### config.mk
export PLATFORM = sky130hd
export DESIGN_NAME = seq_det_param
export DESIGN_NICKNAME = d
export VERILOG_FILES = /design/src/rtl/seq_det_param.sv
export SDC_FILE = /design/constraint.sdc
export NUM_CORES = 1
export LEC_CHECK = 0
export ABC_AREA = 1
export CAP_MARGIN = 15
export CORE_MARGIN = 2
export CORE_UTILIZATION = 43
export CTS_BUF_LIST = sky130_fd_sc_hd__clkbuf_4 sky130_fd_sc_hd__clkbuf_8 sky130_fd_sc_hd__clkbuf_16
export DETAILED_ROUTE_END_ITERATION = 10
export HOLD_SLACK_MARGIN = 0.08
export PLACE_DENSITY = 0.69
export SYNTH_ARGS = -nofsm -noshare
export SYNTH_HDL_FRONTEND = slang
export SYNTH_SLANG_ARGS = --single-unit
export TNS_END_PERCENT = 10
### constraint.sdc
create_clock -name clk -period 1.5 [get_ports clk]
set_input_delay 0.45 -clock clk [delete_from_list [all_inputs] [get_ports clk]]
set_output_delay 0.45 -clock clk [all_outputs]
set_load 0.05 [all_outputs]
### src/rtl/seq_det_param.sv
// Serial sequence detector with a runtime-programmable, maskable pattern,
// overlap/non-overlap modes, sample-valid gating and a saturating match counter.
module seq_det_param #(
   parameter int                     PATTERN_LEN = 3,
   parameter logic [PATTERN_LEN-1:0] PATTERN     = 3'b101,
   parameter int                     CNT_W       = 8
) (
   input  logic                   clk,
   input  logic                   rst,
   input  logic                   in,
   input  logic                   in_valid,
   input  logic                   overlap_en,
   input  logic                   cfg_load,
   input  logic [PATTERN_LEN-1:0] cfg_pattern,
   input  logic [PATTERN_LEN-1:0] cfg_mask,
   input  logic                   cnt_clr,
   output logic                   out,
   output logic [CNT_W-1:0]       match_cnt
);

   localparam int FW = $clog2(PATTERN_LEN + 1);

   logic [PATTERN_LEN-1:0] pat;
   logic [PATTERN_LEN-1:0] mask;
   logic [PATTERN_LEN-1:0] hist;
   logic [FW-1:0]          fill;

   logic [PATTERN_LEN-1:0] nh;
   logic [FW-1:0]          nf;
   logic                   hit;
   logic                   take;

   function automatic logic [CNT_W-1:0] sat_inc(input logic [CNT_W-1:0] v);
      return (&v) ? v : v + 1'b1;
   endfunction

   always_comb begin
      nh   = {hist[PATTERN_LEN-2:0], in};
      nf   = (fill == FW'(PATTERN_LEN)) ? fill : fill + 1'b1;
      hit  = (nf == FW'(PATTERN_LEN)) && (((nh ^ pat) & mask) == '0);
      // A sample arriving together with cfg_load is dropped.
      take = in_valid && !cfg_load;
   end

   always_ff @(posedge clk or posedge rst) begin
      if (rst) begin
         pat       <= PATTERN;
         mask      <= '1;
         hist      <= '0;
         fill      <= '0;
         out       <= 1'b0;
         match_cnt <= '0;
      end else begin
         out <= 1'b0;
         if (cfg_load) begin
            pat  <= cfg_pattern;
            mask <= cfg_mask;
            fill <= '0;
         end else if (in_valid) begin
            hist <= nh;
            out  <= hit;
            fill <= (hit && !overlap_en) ? '0 : nf;
         end

         // Clear wins over a coincident match; the pulse on out is unaffected.
         if (cnt_clr)
            match_cnt <= '0;
         else if (take && hit)
            match_cnt <= sat_inc(match_cnt);
      end
   end

endmodule

==> results of run 1 <==
==> metal layers <==
metal | GRT usage, % | wire length [µm] | up-vias
li1 | - | - | 524
met1 | 26.0 | 1110 | 488
met2 | 31.7 | 1170 | 29
met3 | 2.46 | 97 | 3
met4 | 10.8 | 32 | 0
met5 | 0 | 0 | -
==> worst max-delay path, cell delays in order (launching register included) <==
cell and delay [ns]:
dfrtp_2 0.43, buf_6 0.13, buf_12 0.14
==> power by group <==
| group | internal (W) | total, W | leakage (nW) | switching [W] |
|---|---|---|---|---|
| logic | 0.000140 | 0.000293 | 0.495 | 0.000153 |
| registers | 0.000562 | 0.000594 | 0.232 | 0.0000321 |
| clock network | 0.000122 | 0.000286 | 0.0184 | 0.000164 |
| total | 0.000824 | 0.00117 | 0.745 | 0.000349 |
==> per-stage QoR <==
| stage | util, % | power (W) |
|---|---|---|
| final | 63.4 | 0.00117 |
| after global routing | 63.4 | 0.00124 |
| after CTS | 62.6 | 0.00117 |
| after detailed placement | 61.3 | 0.000888 |
| after global placement | 61.3 | 0.000880 |
| after floorplan | - | 0.000750 |
==> final cells by class <==
cell class                 instances  share of cell area (%)
clock buffer                       4                    1.95
inverter                          23                    5.68
multi-input combinational        102                    34.3
sequential                        19                    31.7
tap                               30                    2.44
timing repair buffer              29                    24.0
==> synth_stat cells (all sizes together) <==
| cell type | count | area [µm²] |
|---|---|---|
| a21oi | 1 | 5.00 |
| buf | 2 | 12.5 |
| clkinv | 2 | 7.51 |
| dfrtp | 14 | 350 |
| dfstp | 5 | 131 |
| ha | 1 | 12.5 |
| inv | 21 | 78.8 |
| mux2 | 3 | 33.8 |
| nand2 | 40 | 155 |
| nand3 | 25 | 148 |
| nand4 | 1 | 6.26 |
| nor2 | 19 | 81.3 |
| nor3 | 3 | 15.0 |
| nor3b | 1 | 7.51 |
| o21ai | 7 | 35.0 |
| xor2 | 1 | 8.76 |
==> cells in the final DEF (no fill, tap or decap), drive strengths merged <==
cell / Yosys / routed
nand2: 40 / 40
nand3: 25 / 25
inv: 21 / 21
nor2: 19 / 19
buf: 2 / 17
dfrtp: 14 / 14
clkdlybuf4s50: 0 / 11
o21ai: 7 / 7
dfstp: 5 / 5
clkbuf: 0 / 4
nor3: 3 / 3
mux2: 3 / 3
clkinv: 2 / 2
xor2: 1 / 1
nor3b: 1 / 1
nand4: 1 / 1
a21oi: 1 / 1
ha: 1 / 1
dlymetal6s2s: 0 / 1
==> worst max path at each step <==
stage                         to  slack, ns
CTS                 match_cnt[2]     0.0008
global route        match_cnt[0]     -0.006
floorplan           match_cnt[7]    -0.0001
global placement    match_cnt[2]      -0.30
finish              match_cnt[0]       0.04
detailed placement  match_cnt[2]      -0.40
==> repair_timing <==
item / in CTS / in global routing
pin swaps: 0 / 2
gates resized for setup: 1 / 6
setup endpoints to repair: 8 / 12
setup buffers: 0 / 0
==> sequential cells by signal, summed over array words and instances, names as in the netlist <==
| register | count |
|---|---|
| fill | 2 |
| hist | 2 |
| mask | 3 |
| match_cnt | 8 |
| out | 1 |
| pat | 3 |
==> cells by family (layout without fill, tap and decap cells) <==
kind of cell	Yosys count	count (layout)	share of synthesized area, %
buf+inv	25	56	9.08
fa+ha+maj	1	1	1.15
flops	19	19	44.3
xor+xnor	1	1	0.805
compound gates	8	8	3.68
simple gates	89	89	37.9
mux	3	3	3.10
==> impl_metrics.ini, run 1 <==
[placed_design]
gp_congestion = 0.899
port_buffers = 21
post_dp_cell_area_mm2 = 0.00149
dp_cells = 203
dp_hpwl_mm = 1.81
place_ws_ns = -0.398

[logic_synthesis]
synth_cell_types = 22
avgSynthCellArea_um2 = 7.46
syn_inst = 146
yosysWarnings = 0
netlist_area_mm2 = 0.00109
yosys_register_bits = 19
ys_seq_area_share_pct = 44.3
synth_nets = 160

[cells_and_area]
drive_gt1_share_pct = 26.6
area_growth_syn_to_layout_pct = 41.6
diodes = 0
fillers = 218
finalNonFillerCells = 207
multi_input_area_um2 = 528
post-route-cell-area_mm2 = 0.00154
fin_nets = 192
regArea_um2 = 488

[setup_path]
r2r-end = match_cnt[2]
worstReg2RegStart = match_cnt[0]
crit_fanout = 5
startpoint_type = flip-flop
rrSetupSlack_ns = 0.11
critPathKind = flip-flop to primary output
worstSetupEndpointType = primary output
critPathRequiredTime_ns = 1.05
crit_start = match_cnt[0]
critical_path_arrival_ns = 1.01
rr_worst_depth = 9

[global_routing]
track_usage_pct = 19.9
antenna_found_initial = 0
grt_pass1_wl_mm = 4.16
grt_pass1_vias = 1005
grt_max_degree = 20
grt-ovfl-total = 0

[floorplan]
initial_utilization_pct = 44.8
ios = 22
dieArea_mm2 = 0.00295
die_w_um = 54.3
core_area_mm2 = 0.00243
rows = 18
die_y_um = 54.3

[route]
vias_per_cell = 5.04
ant_nets = 0
vias = 1044
remaining_drc_errors = 0
routed_wl_mm = 2.41
drt-initial-drc-count = 22
wl_per_cell_um = 11.6
firstDrtPassIters = 4

[pwr]
leakage_nw = 0.745
peakVddDrop_uv = 481
power-per-cell-area_mw_per_mm2 = 761

[sta]
finalCriticalPeriod_ns = 1.46
worst_clock_skew_ns = 0.00367
fin_hold_ws_ns = 0.450
fin_tns_setup_ns = 0
fin_ws_ns = 0.0421
fmax_mhz = 686
slew_violations = 0
rsz0062_at_grt = yes
fin_crit_sh_pct = 97.2
tightest_slew_ns = 0.246
max_slew_margin_pct = 83.6
hold_violations = 0
setup_viol = 0

[clock_tree]
cts_buffers = 3
insertion_delay_ns = 0.30
cts.clk_slew.worst_paths_ns = 0.11
htree_levels = 1
root_buffer = clkbuf_4
clock_path_buffers = 2
clock_sinks = 19
postCtsHoldBufs = 0
cts_tree = yes

[run_status]
status = complete, no violations

[flow_run]
drv_cap = 0

[hold_path]
hold_path_class = input port to asynchronous set/reset pin
(Power assumes the default switching activity.)
==> inputs of run 2 (changes only) <==
Settings changed: PLACE_DENSITY 0.69 to 0.71.
Clock period 1.5 ns to 1.2 ns, I/O delays scaled along.
==> run 2 against run 1 <==
Combinational power grew 71%. Sequential power grew 25%. Clock skew shrank 0.0015 ns. Non-clock buffer count grew 24. Register-to-register slack lost 0.32 ns. Critical endpoint is now match_cnt[1]. Highest routed layer unchanged. The flow now finishes with violations (setup timing). Routed wire length grew 37%. Cell count grew 12%. Global-route usage grew 4.1 points. Total power grew 36%. Cell area grew 21%. Die area is the same.
==> impl_metrics.ini, run 2 (same netlist as run 1, synthesis figures left out) <==
[placed_design]
gp_congestion = 0.860
dp_hpwl_mm = 2.13
post_dp_cell_area_mm2 = 0.00163
port_buffers = 21

[cells_and_area]
fillers = 173
area_growth_syn_to_layout_pct = 72.0
largestRegisters = match_cnt (8), mask (3), pat (3)
drive_gt1_share_pct = 46.8
post-route-cell-area_mm2 = 0.00187
largest_register = match_cnt
final_common_cell = nand2_1
fin_nets = 216
diodes = 0
largest_reg_flops = 8
layout_common_cells = nand2_1 (33), buf_4 (24), inv_1 (20)

[global_routing]
antenna_found_initial = 0
track_usage_pct = 24.0
grt_pass1_vias = 1117
grt_pass1_wl_mm = 4.96
grt-ovfl-total = 0
grt_max_degree = 20

[pwr]
leakage_nw = 0.875
peakVddDrop_uv = 681
power.total_w = 0.00159
power-per-cell-area_mw_per_mm2 = 850

[clock_tree]
clock_path_buffers = 2
htree_levels = 1
insertion_delay_ns = 0.31
cts_tree = yes
root_buffer = clkbuf_4
cts_buffers = 3
cts.clk_slew.worst_paths_ns = 0.12
clock_sinks = 19

[setup_path]
critPathRequiredTime_ns = 1.41
critical_path_arrival_ns = 1.62
critPathKind = flip-flop to flip-flop
worstSetupEndpointType = flip-flop
startpoint_type = flip-flop
crit_fanout = 8

[sta]
finalCriticalPeriod_ns = 1.41
fin_ws_ns = -0.207
setup_viol = 20
rsz0062_at_grt = yes
worst_clock_skew_ns = 0.00214
fmax_mhz = 711
hold_violations = 0
fin_crit_sh_pct = 117
tightest_slew_ns = 0.254
max_slew_margin_pct = 82.9
fin_tns_setup_ns = -3.18
slew_violations = 0

[floorplan]
dieArea_mm2 = 0.00295
ios = 22
initial_utilization_pct = 44.8
die_w_um = 54.3
rows = 18
die_y_um = 54.3
core_area_mm2 = 0.00243

[route]
vias = 1198
ant_nets = 0
drt-initial-drc-count = 28
remaining_drc_errors = 0
wl_per_cell_um = 14.2
routed_wl_mm = 3.29
vias_per_cell = 5.19
firstDrtPassIters = 4

[hold_path]
hold_path_class = input port to asynchronous set/reset pin

[flow_run]
drv_cap = 0

[run_status]
status = finished, violations left
failed_checks = setup timing
==> run 2: cell types whose count changed in the layout (fill, tap and decap cells not counted), moves of 2 or more <==
cell	previous run	this run
nand3_1	21	8
buf_4	6	24
nand2_1	37	33
nand3_2	2	14
buf_6	2	7
nor2_4	1	3
nor2_1	16	13
dfrtp_1	9	7
nand2_2	3	6
dfrtp_2	5	7
==> run 2: path summary, 6_finish.rpt <==
kind,startpoint,to,slack (ns),depth (start not counted)
min reg2reg,pat[2],pat[2],0.51,2
max reg2reg,match_cnt[3],match_cnt[1],-0.21,9
max in group asynchronous,rst,mask[2],0.64,3
min,rst,match_cnt[1],0.35,3
min in group clk,in,hist[0],0.50,3
max,match_cnt[3],match_cnt[1],-0.21,9
==> run 2: cell type report <==
type	count	area, µm²	area share, %
well taps	30	37.5	2.01
multi-input cells	102	648	34.6
clock inverters	1	5.00	0.267
flip-flops and latches	19	490	26.2
repair buffers	53	578	30.9
inverters	23	90.1	4.81
clock buffers	3	22.5	1.20
==> run 2: per-layer routing <==
metal / wire length [µm] / global-route usage (%)
met5: 0 / 0
met1: 1410 / 31.1
met4: 112 / 10.4
met2: 1650 / 40.2
met3: 118 / 2.73
==> run 2: through the flow <==
step / cells / setup WS [ns] / util [%] / hold slack, ns
after floorplan: 146 / -0.265 / - / 0.307
after global placement: 216 / -0.527 / 66.9 / 0.481
after detailed placement: 216 / -0.627 / 66.9 / 0.491
after CTS: 230 / -0.197 / 74.0 / 0.357
after global routing: 231 / -0.277 / 77.0 / 0.355
final: 231 / -0.207 / 77.0 / 0.352
==> run 2: worst max-delay path, cell delays in order, from the launching register on <==
cell and delay, ns:
dfrtp_2 0.39, buf_4 0.11, nand2_2 0.08, nor2_4 0.15, nand3_4 0.10, clkinv_2 0.06
buf_4 0.11, nand3_4 0.14, nand3_2 0.12, nand2_1 0.06
==> run 2: repair_timing <==
| action | in CTS | in global routing |
|---|---|---|
| gates resized for setup | 21 | 15 |
| pin swaps | 6 | 15 |
| hold buffers | 0 | 0 |
| buffers inserted | 10 | 1 |
| setup endpoints to repair | 20 | 20 |
==> run 2: power by group <==
part           switching, W  internal [W]  total, W
logic              0.000248      0.000253  0.000501
clock network      0.000222      0.000125  0.000347
registers         0.0000408      0.000703  0.000744
==> inputs of run 3 (changes only) <==
Settings changed: CELL_PAD_IN_SITES_DETAIL_PLACEMENT set to 0, CELL_PAD_IN_SITES_GLOBAL_PLACEMENT set to 2, CORE_ASPECT_RATIO set to 0.5, CORE_UTILIZATION 43 to 25, PLACE_DENSITY 0.71 to not set, PLACE_DENSITY_LB_ADDON set to 0.1.
==> run 3 against run 2 <==
The run still ends with setup timing left. Die area is 67% higher. Register-to-register slack gained 0.06 ns. Cell area shrank 2.7%. Clock skew hardly changed. Combinational power is 12% lower. Worst setup slack improved by 0.037 ns. Non-clock buffer count decreased by 9. Sequential power barely moved. Critical path depth fell by 7. Largest cell class unchanged. Maximum frequency increased by 2.7%.
==> impl_metrics.ini, run 3 (same netlist as run 1, synthesis figures left out) <==
[run_status]
status = finished, violations left
failed_checks = setup timing

[setup_path]
crit_buf_inv = 2
crit_start = match_cnt[0]
crit_fanout = 5
rrSetupSlack_ns = -0.15
r2r-end = match_cnt[4]
worstSetupEndpointType = primary output
startpoint_type = flip-flop
worstReg2RegStart = match_cnt[1]
worstPathCellList = buf_4, buf_12
rr_worst_depth = 9
crit_family = flip-flops
cp_slowest_cell = dfrtp_2
critPathKind = flip-flop to primary output
critPathRequiredTime_ns = 0.84
critical_path_arrival_ns = 1.01
cpPeakStageDelay_ns = 0.44

[cells_and_area]
largestRegisters = match_cnt (8), mask (3), pat (3)
final_common_cell = nand2_1
post-route-cell-area_mm2 = 0.00182
largest_reg_flops = 8
diodes = 0
largest_register = match_cnt
layout_common_cells = nand2_1 (33), inv_1 (20), nor2_1 (15), buf_4 (15)
fin_nets = 207
drive_gt1_share_pct = 41.7
area_growth_syn_to_layout_pct = 67.4

[global_routing]
grt_pass1_wl_mm = 4.70
grt_pass1_vias = 995
antenna_found_initial = 0
grt_max_degree = 20
track_usage_pct = 12.3
grt-ovfl-total = 0

[hold_path]
hold_path_class = input port to asynchronous set/reset pin

[placed_design]
dp_hpwl_mm = 2.05
post_dp_cell_area_mm2 = 0.00167
port_buffers = 21
gp_congestion = 0.760
place_ws_ns = -0.635

[clock_tree]
insertion_delay_ns = 0.26
clock_path_buffers = 2
root_buffer = clkbuf_8
postCtsHoldBufs = 0
clock_sinks = 19
cts_buffers = 3
cts_tree = yes
htree_levels = 1
cts.clk_slew.worst_paths_ns = 0.08

[sta]
finalCriticalPeriod_ns = 1.37
fin_crit_sh_pct = 114
hold_violations = 0
fin_hold_ws_ns = 0.414
fin_ws_ns = -0.170
fmax_mhz = 730
tightest_slew_ns = 0.192
slew_violations = 0
fin_tns_setup_ns = -2.10
max_slew_margin_pct = 87.2
worst_clock_skew_ns = 0.00259
setup_viol = 17
rsz0062_at_grt = yes

[floorplan]
rows = 16
core_area_mm2 = 0.00404
dieArea_mm2 = 0.00493
ios = 22
die_y_um = 50.7
die_w_um = 97.3
initial_utilization_pct = 26.9

[route]
ant_nets = 0
vias = 1053
firstDrtPassIters = 3
vias_per_cell = 4.28
routed_wl_mm = 2.76
wl_per_cell_um = 11.2
remaining_drc_errors = 0
drt-initial-drc-count = 19

[pwr]
peakVddDrop_uv = 337
leakage_nw = 0.838
power.total_w = 0.00165
power-per-cell-area_mw_per_mm2 = 908

[flow_run]
drv_cap = 0
## run 3: changes by cell type in the layout (fill, tap and decap cells not counted), moves of 2 or more
cell,change
buf_4,-9
clkbuf_4,-3
clkbuf_8,+3
nand3_1,+3
nand3_2,-3
nor2_1,+2
## run 3: where the power goes
part           internal [W]  leakage, nW  switching [W]
Sequential         0.000703        0.227      0.0000388
Clock              0.000232       0.0255       0.000238
Combinational      0.000220        0.586       0.000223
## run 3: how the worst max path moves through the flow
stage,end,slack [ns],cells after the start
floorplan,match_cnt[0],-0.27,9
global placement,match_cnt[5],-0.62,8
detailed placement,match_cnt[5],-0.64,8
CTS,match_cnt[5],-0.19,9
global route,match_cnt[4],-0.23,9
finish,match_cnt[0],-0.17,2
## run 3: final cells by class
type | count | area [µm²]
clock buffers | 3 | 41.3
clock inverters | 1 | 5.00
fillers | 409 | 2220
inverters | 23 | 88.8
multi-input cells | 102 | 618
flip-flops and latches | 19 | 492
well taps | 54 | 67.6
repair buffers | 44 | 509
## run 3: per-layer routing
metal | track usage (%) | wire length [µm] | part of all wire (%)
met1 | 16.3 | 1480 | 54
met2 | 19.0 | 1170 | 42
met5 | 0 | 0 | 0
met3 | 3.90 | 87 | 3.1
met4 | 4.17 | 28 | 1.0
## run 3: stage by stage
step	utilization (%)	std cells
3_5_place_dp	41.2	241
3_3_place_gp	41.2	241
2_1_floorplan	-	146
6_report	45.0	246
4_1_cts	43.7	246
5_1_grt	45.0	246
## run 3: tightest hold or removal path, stage by stage
cell             delay [ns]
clkdlybuf4s50_1        0.40
inv_1                  0.09
buf_12                 0.17
## run 3: timing repair
item | in CTS | in global routing
setup endpoints to repair | 22 | 20
buffers inserted | 1 | 0
pin swaps | 3 | 7
resized for setup | 16 | 16
